`src/rtl/id_pkg.sv`:
```
// Shared decode constants for the ID stage: RV32 base opcodes, immediate formats, default width.
package id_pkg;

  localparam int XLEN_DEF = 32;

  localparam logic [6:0] OP_LOAD   = 7'b0000011;
  localparam logic [6:0] OP_IMM    = 7'b0010011;
  localparam logic [6:0] OP_STORE  = 7'b0100011;
  localparam logic [6:0] OP_BRANCH = 7'b1100011;
  localparam logic [6:0] OP_LUI    = 7'b0110111;
  localparam logic [6:0] OP_AUIPC  = 7'b0010111;
  localparam logic [6:0] OP_JAL    = 7'b1101111;
  localparam logic [6:0] OP_JALR   = 7'b1100111;
  localparam logic [6:0] OP_REG    = 7'b0110011;

  typedef enum logic [2:0] {
    IMM_I, IMM_S, IMM_B, IMM_U, IMM_J, IMM_NONE
  } imm_type_e;

  function automatic imm_type_e imm_type(input logic [6:0] op);
    case (op)
      OP_LOAD, OP_IMM, OP_JALR: imm_type = IMM_I;
      OP_STORE:                 imm_type = IMM_S;
      OP_BRANCH:                imm_type = IMM_B;
      OP_LUI, OP_AUIPC:         imm_type = IMM_U;
      OP_JAL:                   imm_type = IMM_J;
      default:                  imm_type = IMM_NONE;
    endcase
  endfunction

endpackage

```
`src/rtl/id_regfile.sv`:
```
// 2R1W architectural register file; x0 and indices >= NUM_REGS read zero.
// Same-cycle write-to-read forwarding is enabled by defining REGFILE_BYPASS_EN.
module id_regfile #(
  parameter int XLEN     = 32,
  parameter int NUM_REGS = 32
) (
  input  logic            clk,
  input  logic            reset,
  input  logic            i_we,
  input  logic [4:0]      i_wa,
  input  logic [XLEN-1:0] i_wd,
  input  logic [4:0]      i_ra1,
  input  logic [4:0]      i_ra2,
  output logic [XLEN-1:0] o_rd1,
  output logic [XLEN-1:0] o_rd2
);

  logic [XLEN-1:0] w_rf [32];

  // Only implemented, non-zero indices get storage; the rest are tied to zero.
  for (genvar g = 0; g < 32; g++) begin : g_ent
    if (g != 0 && g < NUM_REGS) begin : g_reg
      logic [XLEN-1:0] r_q;
      always_ff @(posedge clk or negedge reset) begin
        if (!reset)                         r_q <= '0;
        else if (i_we && i_wa == 5'(g))     r_q <= i_wd;
      end
      assign w_rf[g] = r_q;
    end else begin : g_zero
      assign w_rf[g] = '0;
    end
  end

`ifdef REGFILE_BYPASS_EN
  logic w_byp1, w_byp2;
  assign w_byp1 = i_we && (i_wa == i_ra1) && (i_ra1 != '0) && ({1'b0, i_ra1} < 6'(NUM_REGS));
  assign w_byp2 = i_we && (i_wa == i_ra2) && (i_ra2 != '0) && ({1'b0, i_ra2} < 6'(NUM_REGS));
  assign o_rd1  = w_byp1 ? i_wd : w_rf[i_ra1];
  assign o_rd2  = w_byp2 ? i_wd : w_rf[i_ra2];
`else
  assign o_rd1 = w_rf[i_ra1];
  assign o_rd2 = w_rf[i_ra2];
`endif

endmodule

```
`src/rtl/id_stage_pipe.sv`:
```
// RV32 decode stage: regfile read, immediate generation, load-use stall, flush and a
// registered ID/EX payload with valid/ready. Optional REGFILE_BYPASS_EN forwards same-cycle writes.
module id_stage_pipe
  import id_pkg::*;
#(
  parameter int XLEN     = XLEN_DEF,
  parameter int NUM_REGS = 32,
  parameter int AW       = 5
) (
  input  logic            clk,
  input  logic            reset,
  input  logic            in_valid,
  output logic            in_ready,
  input  logic [31:0]     in_instr,
  input  logic [XLEN-1:0] in_pc,
  input  logic            flush,
  input  logic            wb_we,
  input  logic [AW-1:0]   wb_rd,
  input  logic [XLEN-1:0] wb_data,
  input  logic            ex_is_load,
  input  logic [AW-1:0]   ex_rd,
  output logic            out_valid,
  input  logic            out_ready,
  output logic [XLEN-1:0] out_pc,
  output logic [XLEN-1:0] out_rs1_data,
  output logic [XLEN-1:0] out_rs2_data,
  output logic [XLEN-1:0] out_imm,
  output logic [AW-1:0]   out_rs1,
  output logic [AW-1:0]   out_rs2,
  output logic [AW-1:0]   out_rd,
  output logic [6:0]      out_opcode,
  output logic [2:0]      out_funct3,
  output logic [6:0]      out_funct7,
  output logic            hazard_stall
);

  logic [6:0]      w_op;
  logic [AW-1:0]   w_rs1, w_rs2, w_rd;
  logic [XLEN-1:0] w_rs1_data, w_rs2_data, w_imm;
  logic [31:0]     w_imm32;
  imm_type_e       w_itype;
  logic            w_uses_rs1, w_uses_rs2, w_accept;
  logic            w_wb_live, w_ref1, w_ref2;

  assign w_op  = in_instr[6:0];
  assign w_rd  = in_instr[11:7];
  assign w_rs1 = in_instr[19:15];
  assign w_rs2 = in_instr[24:20];

  id_regfile #(.XLEN(XLEN), .NUM_REGS(NUM_REGS)) u_rf (
    .clk   (clk),
    .reset (reset),
    .i_we  (wb_we),
    .i_wa  (wb_rd),
    .i_wd  (wb_data),
    .i_ra1 (w_rs1),
    .i_ra2 (w_rs2),
    .o_rd1 (w_rs1_data),
    .o_rd2 (w_rs2_data)
  );

  assign w_itype = imm_type(w_op);

  always_comb begin
    w_imm32 = '0;
    case (w_itype)
      IMM_I:   w_imm32 = {{20{in_instr[31]}}, in_instr[31:20]};
      IMM_S:   w_imm32 = {{20{in_instr[31]}}, in_instr[31:25], in_instr[11:7]};
      IMM_B:   w_imm32 = {{19{in_instr[31]}}, in_instr[31], in_instr[7],
                          in_instr[30:25], in_instr[11:8], 1'b0};
      IMM_U:   w_imm32 = {in_instr[31:12], 12'b0};
      IMM_J:   w_imm32 = {{11{in_instr[31]}}, in_instr[31], in_instr[19:12],
                          in_instr[20], in_instr[30:21], 1'b0};
      default: w_imm32 = '0;
    endcase
  end
  assign w_imm = XLEN'($signed(w_imm32));

  assign w_uses_rs1 = !(w_op == OP_LUI || w_op == OP_AUIPC || w_op == OP_JAL);
  assign w_uses_rs2 = (w_op == OP_STORE || w_op == OP_BRANCH || w_op == OP_REG);

  assign hazard_stall = in_valid && ex_is_load && (ex_rd != '0) &&
                        ((w_uses_rs1 && ex_rd == w_rs1) || (w_uses_rs2 && ex_rd == w_rs2));
  assign in_ready = (!out_valid || out_ready) && !hazard_stall && !flush;
  assign w_accept = in_valid && in_ready;

  // A writeback that actually commits; used to keep held operands current under backpressure.
  assign w_wb_live = wb_we && (wb_rd != '0) && ({1'b0, wb_rd} < (AW+1)'(NUM_REGS));
  assign w_ref1    = w_wb_live && (wb_rd == out_rs1);
  assign w_ref2    = w_wb_live && (wb_rd == out_rs2);

  always_ff @(posedge clk or negedge reset) begin
    if (!reset) begin
      out_valid    <= 1'b0;
      out_pc       <= '0;
      out_rs1_data <= '0;
      out_rs2_data <= '0;
      out_imm      <= '0;
      out_rs1      <= '0;
      out_rs2      <= '0;
      out_rd       <= '0;
      out_opcode   <= '0;
      out_funct3   <= '0;
      out_funct7   <= '0;
    end else if (flush) begin
      out_valid <= 1'b0;
    end else if (w_accept) begin
      out_valid    <= 1'b1;
      out_pc       <= in_pc;
      out_rs1_data <= w_rs1_data;
      out_rs2_data <= w_rs2_data;
      out_imm      <= w_imm;
      out_rs1      <= w_rs1;
      out_rs2      <= w_rs2;
      out_rd       <= w_rd;
      out_opcode   <= w_op;
      out_funct3   <= in_instr[14:12];
      out_funct7   <= in_instr[31:25];
    end else if (out_ready) begin
      out_valid <= 1'b0;
    end else if (out_valid) begin
      if (w_ref1) out_rs1_data <= wb_data;
      if (w_ref2) out_rs2_data <= wb_data;
    end
  end

endmodule

```
`config.mk`:
```
export PLATFORM = sky130hd
export DESIGN_NAME = id_stage_pipe
export DESIGN_NICKNAME = d
export VERILOG_FILES = /design/src/rtl/id_pkg.sv /design/src/rtl/id_regfile.sv /design/src/rtl/id_stage_pipe.sv
export SDC_FILE = /design/constraint.sdc
export NUM_CORES = 2
export LEC_CHECK = 0
export ABC_AREA = 0
export BUFFER_PORTS_ARGS = -buffer_cell sky130_fd_sc_hd__clkbuf_2
export CAP_MARGIN = 5
export CORE_UTILIZATION = 56
export DETAILED_ROUTE_END_ITERATION = 16
export GPL_ROUTABILITY_DRIVEN = 1
export PLACE_DENSITY = 0.86
export SLEW_MARGIN = 10
export SYNTH_ARGS = -nofsm -noshare
export SYNTH_HDL_FRONTEND = slang
export SYNTH_SLANG_ARGS = --single-unit
```
`constraint.sdc`:
```
create_clock -name clk -period 1.7 [get_ports clk]
set_input_delay 0.255 -clock clk [delete_from_list [all_inputs] [get_ports clk]]
set_output_delay 0.255 -clock clk [all_outputs]
set_load 0.02 [all_outputs]
```
==> impl_metrics.env <==
export IMPL_skew_ns=0.03497
export IMPL_dr_total_vias=47149
export IMPL_synth_avg_cell_area_um2=13.76
export IMPL_power_frac_comb_pct=23.4
export IMPL_grtUsageTotal_pct=38.02
export IMPL_cts_path_max_buffers=3
export IMPL_p_seq_share_pct=44.0
export IMPL_peakVddDrop_mv=0.8996
export IMPL_worst_slew_pin_slew_ns=0.8299
export IMPL_drt_pass1_iterations=8
export IMPL_violations="setup timing"
export IMPL_port_buffers=275
export IMPL_max_freq_ghz=0.4153
export IMPL_status="complete, but fails checks"
export IMPL_drt_iter0_markers=6283
export IMPL_wirelength_um=214800
export IMPL_slowest_stage="o22ai_1"
export IMPL_mostFrequentLayoutCells="mux2_2 (1230), dfrtp_1 (1150), buf_4 (362), clkbuf_2 (258), mux2i_1 (257)"
export IMPL_dp_hpwl_um=125100
export IMPL_maxSlewViolCount=0
export IMPL_yosysWarnings=0
export IMPL_critPathLaunchType="flop"
export IMPL_r2r_cells=7
export IMPL_wl_met3_um=25250
export IMPL_critical_path_max_stage_delay_ns=0.60
export IMPL_crit_family="compound AO/OA/AOI/OAI gates"
export IMPL_ys_seq_area_share_pct=47.80
export IMPL_p_leak_nw=32.97
export IMPL_h_tree_depth=3
export IMPL_clk_pin_slew_worst_paths_ns=0.07
export IMPL_total_power_mw=85.18
export IMPL_ys_types=53
export IMPL_layout_drive_gt1_share_pct=56.35
export IMPL_synth_main_ff_cell="dfrtp_1"
export IMPL_p_switching_mw=25.37
export IMPL_start_util_pct=56.46
export IMPL_hold_end="out_imm[0]$_DFFE_PN0P_"
export IMPL_cp_required_ns=2.31
export IMPL_crit_chain="mux2_2, o22ai_1, nor3_1, buf_4, a211oi_4, o31ai_1, o221a_2"
export IMPL_wl_met1_um=71910
export IMPL_async_flop_share_pct=100.0
export IMPL_core_area_um2=106900
export IMPL_gp_congestion=0.9313
export IMPL_fin_nets=5049
export IMPL_layout_area_overhead_vs_synth_pct=23.34
export IMPL_syn_area_um2=60360
export IMPL_hp_start="in_instr[3]"
export IMPL_crit_fanout=3
export IMPL_grt_pass1_wl_um=311300
export IMPL_grt_overflow=0
export IMPL_die_area_um2=109100
export IMPL_max_slew_margin_pct=44.68
export IMPL_setup_ws_ns=-0.7079
export IMPL_finalHoldViolCount=0
export IMPL_p_int_mw=59.81
export IMPL_tns_ns=-36.08
export IMPL_setup_worst_path_start="u_rf.g_ent[7].g_reg.r_q[15]$_DFFE_PN0P_"
export IMPL_die_y_um=330.3
export IMPL_synth_seq_cells=1153
export IMPL_path_buf_inv=1
export IMPL_timing_critical_path_to_type="flop"
export IMPL_fin_area_um2=74440
export IMPL_cap_violations=0
export IMPL_io_pins=276
export IMPL_place_area_um2=67750
export IMPL_dp_cells=6115
export IMPL_clkPwrFrac_pct=32.6
export IMPL_rsz0062_at_grt="true"
export IMPL_power_density_nw_per_um2=1144
export IMPL_postSynthCellCount=4388
export IMPL_final_cells=6439
export IMPL_worstPathArrival_ns=3.02
export IMPL_placementRows=120
export IMPL_synth_edf_count=0
export IMPL_reg2reg_slack_ns=-0.71
export IMPL_postRouteAntennaNets=0
export IMPL_first_global_vias=49605
export IMPL_cts_tree="yes"
export IMPL_criticalPathCategory="reg2reg"
export IMPL_layout_commonest_cell="mux2_2"
export IMPL_cts_buffers=114
export IMPL_root_buffer="clkbuf_16"
export IMPL_setup_viol=165
export IMPL_cts_sinks=1153
export IMPL_routedWlPerCell_um=33.35
export IMPL_hold_path_class="in2reg"
export IMPL_synthesis_nets=4501
export IMPL_reg2reg_to="out_rs1_data[15]$_DFFE_PN0P_"
export IMPL_antenna_found_initial=6
export IMPL_min_path_cells=5
export IMPL_reg2reg_from="u_rf.g_ent[7].g_reg.r_q[15]$_DFFE_PN0P_"
export IMPL_switching_share_pct=29.79
export IMPL_top_layer="met5"
export IMPL_period_share_pct=141.6
export IMPL_clk_latency_ns=0.74
export IMPL_drc=0
export IMPL_die_x_um=330.3
export IMPL_finalCriticalPeriod_ns=2.408
export IMPL_viasPerCell=7.322
export IMPL_grt_max_degree=102
export IMPL_dr_wl_met2_um=98390
-- cell type report --
type / instances / area [um^2]
diodes: 3 / 7.507
clock buffers: 153 / 3239
clock inverters: 60 / 868.3
fillers: 6083 / 32460
inverters: 8 / 30.03
multi-input cells: 2761 / 30840
flip-flops and latches: 1153 / 28860
well taps: 1403 / 1755
repair buffers: 898 / 8841
-- per-stage QoR --
| stage | hold slack (ns) | setup slack [ns] | utilization (%) |
|---|---|---|---|
| 3_5_place_dp | 0.1236 | -0.7906 | 63.38 |
| 2_1_floorplan | -0.04059 | -0.3290 | - |
| 6_report | 0.07105 | -0.7079 | 69.64 |
| 4_1_cts | 0.07392 | -0.2600 | 68.81 |
| 3_3_place_gp | 0.1257 | -0.7383 | 63.38 |
| 5_1_grt | 0.08489 | -0.7477 | 69.63 |
-- sequential cells by signal, summed over array words and instances (netlist names) --
register and cells:
out_rs2_data 32, out_rs2 5, out_imm 32, out_funct7 7, out_valid 1, out_rs1 5, out_funct3 3, out_rd 5
out_opcode 7, u_rf.g_ent.g_reg.r_q 992, out_rs1_data 32, out_pc 32
-- what timing repair did --
item | 4_1_cts | 5_1_grt
cloned | 8 | 13
gates resized for setup | 171 | 124
hold endpoints to repair | 910 | 0
setup buffers | 18 | 17
hold buffers | 58 | 0
setup endpoints to repair | 97 | 168
pin swaps | 27 | 6
-- logic make-up after synthesis --
logic type	synth area share (%)
buf+inv	3.435
simple gates	2.981
mux	38.39
xor+xnor	0.2902
compound gates	7.106
flops	47.80
-- metal layers --
layer / vias to the layer above / GRT usage [%]
met1: 23849 / 45.26
met2: 4055 / 58.66
met4: 8 / 29.56
li1: 17919 / -
met5: - / 0
met3: 1318 / 10.54
-- worst register-to-register path: cells and delay by family (launching register included) --
kind / cells / cell delay, ns
buffers and inverters: 1 / 0.21
and+or+nand+nor: 1 / 0.20
muxes: 1 / 0.28
DFF: 1 / 0.41
AOI/OAI and AO/OA: 4 / 1.20
-- how the worst max path moves through the flow --
| stage | to | slack (ns) | depth (start not counted) |
|---|---|---|---|
| 2_1_floorplan | out_funct3[0]$_DFFE_PN0P_ | -0.33 | 8 |
| 5_1_grt | out_rs1_data[15]$_DFFE_PN0P_ | -0.75 | 7 |
| 6_report | out_rs1_data[15]$_DFFE_PN0P_ | -0.71 | 7 |
| 3_3_place_gp | out_rs2_data[14]$_DFFE_PN0P_ | -0.74 | 9 |
| 3_5_place_dp | out_rs1_data[15]$_DFFE_PN0P_ | -0.79 | 9 |
| 4_1_cts | in_ready | -0.26 | 4 |
-- power groups by stage --
stage,combinational [mW],sequential [mW],clock [mW]
floorplan,11.9,36.5,0
global placement,17.0,36.6,0
detailed placement,17.8,37.2,0
CTS,18.9,36.9,27.6
global route,20.9,37.8,28.8
finish,19.9,37.5,27.8
-- cells in the mapped netlist (4+ instances only) --
cell type,n,share of area [%]
xor2_1,8,0.12
o221a_2,34,0.63
inv_1,8,0.050
a21oi_1,45,0.37
a211oi_1,128,1.6
o21ai_0,9,0.075
nor2_1,52,0.32
o31ai_1,65,0.81
nand2b_1,10,0.10
buf_2,82,0.68
nor3_1,134,1.1
nand2_1,21,0.13
mux2_2,1312,24
xnor2_1,12,0.17
o22ai_1,192,2.0
mux2i_1,257,4.3
nor3b_1,6,0.075
buf_1,44,0.27
nand3_1,11,0.091
nand4_1,4,0.041
nor2b_1,70,0.73
mux2_1,5,0.093
buf_4,39,0.49
a221oi_1,64,0.93
buf_6,6,0.11
dfrtp_1,1153,48
mux4_2,256,9.6
clkbuf_1,295,1.8
o221a_1,30,0.56
Power figures use the tool's default switching activity.
